===== config.mk =====
export PLATFORM = sky130hd
export DESIGN_NAME = control_fsm_flat
export DESIGN_NICKNAME = d
export VERILOG_FILES = /design/src/rtl/control_fsm_if.sv /design/src/rtl/control_fsm.sv /design/src/flat_wrapper.sv
export SDC_FILE = /design/constraint.sdc
export NUM_CORES = 1
export LEC_CHECK = 0
export ABC_AREA = 1
export BUFFER_PORTS_ARGS = -buffer_cell sky130_fd_sc_hd__buf_2
export CORE_ASPECT_RATIO = 0.75
export CORE_UTILIZATION = 51
export CTS_CLUSTER_DIAMETER = 60
export CTS_CLUSTER_SIZE = 30
export DETAILED_ROUTE_END_ITERATION = 10
export MAX_ROUTING_LAYER = met4
export PLACE_DENSITY = 0.81
export SLEW_MARGIN = 20
export SYNTH_ARGS = -nofsm -noshare
export SYNTH_HDL_FRONTEND = slang
export SYNTH_SLANG_ARGS = --single-unit
export TNS_END_PERCENT = 50

===== constraint.sdc =====
create_clock -name clk -period 2.9 [get_ports clk]
set_input_delay 0.87 -clock clk [delete_from_list [all_inputs] [get_ports clk]]
set_output_delay 0.87 -clock clk [all_outputs]
set_load 0.01 [all_outputs]

===== src/rtl/control_fsm_if.sv =====
// control_fsm_if: unified memory port of the multicycle control unit.
// Ports: req/we driven by control_fsm (master), ready returned by memory (slave).
interface control_fsm_if;
  logic req;
  logic we;
  logic ready;

  modport master (
    output req,
    output we,
    input  ready
  );

  modport slave (
    input  req,
    input  we,
    output ready
  );
endinterface


===== src/rtl/control_fsm.sv =====
// control_fsm: multicycle RV32I control unit (FETCH/DECODE/EXEC/MEM/WB/TRAP).
// Ports: clk, rst, instr, zero/lt/ltu in; mem (req/we/ready); datapath strobes,
// mux selects, state, illegal, retired, instret out.
// Option: MEM_HANDSHAKE_EN makes FETCH/MEM wait for mem.ready.
module control_fsm #(
  parameter int CNT_W = 32
) (
  input  logic             clk,
  input  logic             rst,
  input  logic [31:0]      instr,
  input  logic             zero,
  input  logic             lt,
  input  logic             ltu,
  control_fsm_if.master    mem,
  output logic             pc_write,
  output logic             ir_write,
  output logic             reg_write,
  output logic [1:0]       alu_src_a,
  output logic [1:0]       alu_src_b,
  output logic [3:0]       alu_ctrl,
  output logic [2:0]       imm_src,
  output logic [1:0]       result_src,
  output logic             pc_src,
  output logic [2:0]       state,
  output logic             illegal,
  output logic             retired,
  output logic [CNT_W-1:0] instret
);

  typedef enum logic [2:0] {
    S_FETCH  = 3'd0,
    S_DECODE = 3'd1,
    S_EXEC   = 3'd2,
    S_MEM    = 3'd3,
    S_WB     = 3'd4,
    S_TRAP   = 3'd7
  } state_t;

  state_t st;

  logic rdy;
`ifdef MEM_HANDSHAKE_EN
  assign rdy = mem.ready;
`else
  // memory is treated as zero-wait; ready is ignored
  assign rdy = 1'b1 | mem.ready;
`endif

  logic [6:0] opcode;
  logic [2:0] funct3;
  logic       f7b5;
  logic       unused_bits;

  assign opcode = instr[6:0];
  assign funct3 = instr[14:12];
  assign f7b5   = instr[30];
  assign unused_bits = ^{instr[31], instr[29:15], instr[11:7]};

  logic is_op, is_opi, is_lui, is_auipc;
  logic is_load, is_store, is_br, is_jal, is_jalr;
  logic br_bad, valid, taken, ret;

  assign is_op    = opcode == 7'b0110011;
  assign is_opi   = opcode == 7'b0010011;
  assign is_lui   = opcode == 7'b0110111;
  assign is_auipc = opcode == 7'b0010111;
  assign is_load  = opcode == 7'b0000011;
  assign is_store = opcode == 7'b0100011;
  assign is_br    = opcode == 7'b1100011;
  assign is_jal   = opcode == 7'b1101111;
  assign is_jalr  = opcode == 7'b1100111;

  // funct3 010/011 have no branch meaning
  assign br_bad = is_br && (funct3[2:1] == 2'b01);
  assign valid  = ~br_bad & (is_op | is_opi | is_lui | is_auipc |
                  is_load | is_store | is_br | is_jal | is_jalr);

  always_comb begin
    taken = 1'b0;
    unique case (funct3)
      3'b000:  taken = zero;
      3'b001:  taken = ~zero;
      3'b100:  taken = lt;
      3'b101:  taken = ~lt;
      3'b110:  taken = ltu;
      3'b111:  taken = ~ltu;
      default: taken = 1'b0;
    endcase
  end

  function automatic logic [3:0] alu_dec(
    input logic [2:0] f3,
    input logic       f7,
    input logic       reg_op
  );
    logic [3:0] c;
    unique case (f3)
      3'b000:  c = (reg_op && f7) ? 4'd1 : 4'd0;
      3'b001:  c = 4'd7;
      3'b010:  c = 4'd5;
      3'b011:  c = 4'd6;
      3'b100:  c = 4'd4;
      3'b101:  c = f7 ? 4'd9 : 4'd8;
      3'b110:  c = 4'd3;
      default: c = 4'd2;
    endcase
    return c;
  endfunction

  always_comb begin
    mem.req    = 1'b0;
    mem.we     = 1'b0;
    pc_write   = 1'b0;
    ir_write   = 1'b0;
    reg_write  = 1'b0;
    alu_src_a  = 2'd0;
    alu_src_b  = 2'd0;
    alu_ctrl   = 4'd0;
    imm_src    = 3'd0;
    result_src = 2'd0;
    pc_src     = 1'b0;
    ret        = 1'b0;
    unique case (st)
      S_FETCH: begin
        mem.req = 1'b1;
        if (rdy) begin
          ir_write  = 1'b1;
          pc_write  = 1'b1;
          alu_src_a = 2'd2;
          alu_src_b = 2'd2;
        end
      end
      S_DECODE: begin
        alu_src_b = 2'd1;
        imm_src   = is_br ? 3'd2 : 3'd4;
      end
      S_EXEC: begin
        unique case (1'b1)
          is_op: begin
            alu_src_a = 2'd1;
            alu_ctrl  = alu_dec(funct3, f7b5, 1'b1);
          end
          is_opi: begin
            alu_src_a = 2'd1;
            alu_src_b = 2'd1;
            alu_ctrl  = alu_dec(funct3, f7b5, 1'b0);
          end
          is_lui: begin
            alu_src_a = 2'd3;
            alu_src_b = 2'd1;
            imm_src   = 3'd3;
          end
          is_auipc: begin
            alu_src_b = 2'd1;
            imm_src   = 3'd3;
          end
          is_load, is_store: begin
            alu_src_a = 2'd1;
            alu_src_b = 2'd1;
            imm_src   = is_store ? 3'd1 : 3'd0;
          end
          is_br: begin
            alu_src_a = 2'd1;
            alu_ctrl  = 4'd1;
            pc_write  = taken;
            pc_src    = taken;
            ret       = 1'b1;
          end
          is_jal: begin
            pc_write   = 1'b1;
            pc_src     = 1'b1;
            reg_write  = 1'b1;
            result_src = 2'd3;
            ret        = 1'b1;
          end
          is_jalr: begin
            alu_src_a  = 2'd1;
            alu_src_b  = 2'd1;
            pc_write   = 1'b1;
            reg_write  = 1'b1;
            result_src = 2'd3;
            ret        = 1'b1;
          end
          default: ;
        endcase
      end
      S_MEM: begin
        mem.req = 1'b1;
        mem.we  = is_store;
        ret     = rdy & is_store;
      end
      S_WB: begin
        reg_write  = 1'b1;
        result_src = is_load ? 2'd1 : 2'd0;
        ret        = 1'b1;
      end
      default: ;
    endcase
    // reset cycle: nothing may write or retire
    if (rst) begin
      mem.req   = 1'b0;
      mem.we    = 1'b0;
      pc_write  = 1'b0;
      ir_write  = 1'b0;
      reg_write = 1'b0;
      ret       = 1'b0;
    end
  end

  assign retired = ret;
  assign state   = st;
  assign illegal = st == S_TRAP;

  always_ff @(posedge clk) begin
    if (rst) begin
      st      <= S_FETCH;
      instret <= '0;
    end else begin
      if (ret) instret <= instret + CNT_W'(1);
      unique case (st)
        S_FETCH:  if (rdy) st <= S_DECODE;
        S_DECODE: st <= valid ? S_EXEC : S_TRAP;
        S_EXEC: begin
          unique case (1'b1)
            is_load | is_store: st <= S_MEM;
            is_op | is_opi | is_lui | is_auipc: st <= S_WB;
            default: st <= S_FETCH;
          endcase
        end
        S_MEM:    if (rdy) st <= is_store ? S_FETCH : S_WB;
        S_WB:     st <= S_FETCH;
        S_TRAP:   st <= S_TRAP;
        default:  st <= S_FETCH;
      endcase
    end
  end

endmodule


===== src/flat_wrapper.sv =====
// flat-port wrapper written by rule: the top's interface ports become plain ports
module control_fsm_flat 
#(
  parameter int CNT_W = 32
)
  (clk, rst, instr, zero, lt, ltu, pc_write, ir_write, reg_write, alu_src_a, alu_src_b, alu_ctrl, imm_src, result_src, pc_src, state, illegal, retired, instret, mem_req, mem_we, mem_ready);
  control_fsm_if mem_i ();
  input  logic clk;
  input  logic rst;
  input  logic [31:0] instr;
  input  logic zero;
  input  logic lt;
  input  logic ltu;
  output logic pc_write;
  output logic ir_write;
  output logic reg_write;
  output logic [1:0] alu_src_a;
  output logic [1:0] alu_src_b;
  output logic [3:0] alu_ctrl;
  output logic [2:0] imm_src;
  output logic [1:0] result_src;
  output logic pc_src;
  output logic [2:0] state;
  output logic illegal;
  output logic retired;
  output logic [CNT_W-1:0] instret;
  output wire logic [$bits(mem_i.req)-1:0] mem_req;
  output wire logic [$bits(mem_i.we)-1:0] mem_we;
  input wire logic [$bits(mem_i.ready)-1:0] mem_ready;
  assign mem_req = mem_i.req;
  assign mem_we = mem_i.we;
  assign mem_i.ready = mem_ready;
  control_fsm #(.CNT_W(CNT_W)) u_core (.clk(clk), .rst(rst), .instr(instr), .zero(zero), .lt(lt), .ltu(ltu), .mem(mem_i), .pc_write(pc_write), .ir_write(ir_write), .reg_write(reg_write), .alu_src_a(alu_src_a), .alu_src_b(alu_src_b), .alu_ctrl(alu_ctrl), .imm_src(imm_src), .result_src(result_src), .pc_src(pc_src), .state(state), .illegal(illegal), .retired(retired), .instret(instret));
endmodule

==> impl_metrics.toml <==
[power]
combPwrFrac_pct = 26.8
clkPwrFrac_pct = 29.5
p_leak_nw = 1.51
pwr_density_cell_nw_per_um2 = 343
p_int_uw = 770
p_sw_uw = 412
switching_share_pct = 34.9
ir_drop_uv = 259
seqPwrFrac_pct = 43.7

[sta]
max_freq_mhz = 346
grt_setup_unrepaired = "yes"
final_max_slew_viol_count = 0
period_needed_ns = 2.89
finalCritPeriodShare_pct = 99.7
setup_viol_count_final = 0
tns_ns = 0
clock_skew_ns = 0.00621
slew_headroom_pct = 70.2
tightest_slew_ns = 0.446
hold_viol_final = 0

[synthesis]
yosys_warnings = 0
synth_edf_count = 0
yosysTopAreaCellShare_pct = 25.3
ys_seq_area_share_pct = 25.3
yosys-top-cells-count = "166 x nand2_1, 87 x nor2_1, 61 x inv_1, 50 x nand3_1, 35 x dfxtp_1"
ys_ff_latch = 35
yosysTopAreaCell = "dfxtp_1"
yosysUniqueCellTypes = 31
ys.flop_type = "dfxtp_1"
synthesis.nets = 538
synth_async_sr_flop_share_pct = 0
synthCells = 499
avgSynthCellArea_um2 = 5.56
yosysMostFrequentCell = "nand2_1"
synth_area_leaders = "dfxtp_1 25%, nand2_1 22%, nor2_1 12%, nand3_1 9.0%, inv_1 8.3%"
netlist_area_um2 = 2770

[cts]
cts_sinks = 35
cts.clk_slew.worst_paths_ns = 0.07
root_buffer = "clkbuf_8"
clk_path_buf_depth = 2
clock_latency_ns = 0.29
cts_tree = "built"
cts_buffers = 5
holdBufCountCts = 0
htreeDepth = 2

[drt]
postRouteAntennaNets = 0
num_vias = 3459
drc = 0
wl_per_cell_um = 13.7
via_per_inst = 5.25
totalWireLength_um = 9050
drt-initial-drc-count = 347
dr.pass1.iters = 6

[final_layout]
num_antenna_cells = 0
seqCellArea_um2 = 701
fillers = 502
drive_above_1_share_pct = 22.7
fin_cells = 659
layout.nets = 625
area_delta_synth_final_pct = 24.2
multi_input_area_um2 = 1800

[floorplanning]
fp.dieH_um = 65.9
num_rows = 22
die_area_um2 = 5740
core-area_um2 = 5060
ios = 94
die_x_um = 87.2
initial_core_util_pct = 54.8

[critical_path]
r2r-end = "u_core.instret[18]"
crit_chain = "buf_2 -> nand2_2 -> nor2_4 -> buf_6 -> nand4_1 -> nand2_1 -> nand2_1 -> nand3_1 -> buf_2"
max_stage_delay_ns = 0.19
end_kind = "output pin"
crit_type = "in -> out"
cp_max_fo = 5
path_buf_inv = 3
rrSetupSlack_ns = 1.04
r2r_cells = 8
startpoint_type = "input port"
r2r-start = "u_core.instret[0]"
arrival_ns = 2.02
slowest_stage = "nor2_4"
crit_required_ns = 2.03
cpLargestDelayFamily = "simple AND/OR/NAND/NOR gates"

[worst_hold_path]
hold-path-cell-count = 2
hold_path.class = "reg -> reg"
min_to = "u_core.instret[29]"
hold_start = "u_core.instret[29]"

[place]
hpwl_um = 6810
portBuffers = 71
gp_routability_congestion = 1.02
dpl.cell_count = 647

[grt]
grt_max_degree = 45
track_usage_pct = 32.6
grt_pass1_vias = 2868
grt-ovfl-total = 0
grt_pass1_wl_um = 13900
antenna_found_initial = 0

[job]
drv_cap = 0

[outcome]
status = "complete, no violations"
-- worst max-delay path by stage --
stage | startpoint | endpoint | slack, ns | cells past startpoint
4_1_cts | instr[6] | alu_ctrl[0] | -0.02 | 9
3_3_place_gp | instr[1] | alu_src_b[0] | -0.03 | 9
6_report | instr[0] | alu_src_b[0] | 0.008 | 9
3_5_place_dp | instr[1] | pc_write | -0.03 | 8
5_1_grt | instr[1] | alu_src_b[0] | -0.07 | 9
2_1_floorplan | instr[1] | reg_write | 0.13 | 8
-- per-stage QoR --
step           hold slack [ns]  power (mW)  worst slack, ns  utilization, %  cell area [um2]
2_1_floorplan            0.506       0.725            0.127               -             2770
3_3_place_gp             0.479       0.822          -0.0303            64.4             3260
3_5_place_dp             0.503       0.824          -0.0277            64.4             3260
4_1_cts                  0.518        1.16          -0.0247            66.0             3340
5_1_grt                  0.549        1.23          -0.0678            68.0             3450
6_report                 0.514        1.18          0.00799            68.0             3450
-- worst register-to-register path, delay by kind of cell (launching register included) --
family | cells | cell delay [ns]
AND/OR/NAND/NOR | 6 | 0.97
flip-flops | 1 | 0.41
adder cells (fa/ha/maj) | 1 | 0.26
buffers and inverters | 1 | 0.11
-- area by class of cell --
type	instances	share of cell area, %
Clock buffer	7	2.21
Clock inverter	1	0.145
Sequential cell	35	20.3
Timing Repair Buffer	91	15.1
Tap cell	72	2.61
Inverter	65	7.30
Multi-Input combinational cell	388	52.3
-- cell families after synthesis --
logic type / after synthesis / synth area share [%]
fa+ha+maj: 1 / 0.451
compound gates: 50 / 10.0
flops: 35 / 25.3
buf+inv: 76 / 11.7
simple gates: 335 / 52.0
xor+xnor: 2 / 0.632
-- power groups by stage --
stage | clock network (mW) | registers, mW | logic (mW)
floorplan | 0 | 0.529 | 0.196
global placement | 0 | 0.526 | 0.295
detailed placement | 0 | 0.526 | 0.297
CTS | 0.349 | 0.515 | 0.299
global route | 0.371 | 0.517 | 0.344
finish | 0.349 | 0.516 | 0.317
-- flip-flops by register name, indices dropped and copies added (netlist names) --
name / count
u_core.state: 3
u_core.instret: 32
-- cell usage in the layout (no fill, tap or decap), drive strengths merged, types with 9 or more instances in the layout --
cell / count
buf: 91
dfxtp: 35
nand4: 9
nand3: 51
nand2: 171
o21ai: 12
inv: 65
nor3: 10
a21oi: 32
nor2: 92
-- what timing repair did --
action                                  in CTS  in global routing
pin swaps                                    0                  3
endpoints found under the setup margin       4                 13
buffers inserted                             0                  4
resized for setup                            1                 32
gates cloned                                 0                  0
-- layer usage --
metal,vias to the layer above,part of all wire (%),track usage [%]
li1,1756,-,-
met1,1548,49,48.6
met2,149,41,45.1
met3,6,9.3,7.24
met4,0,0.40,4.92
met5,-,0,-
Note: power is estimated with default switching activity, not from simulation.
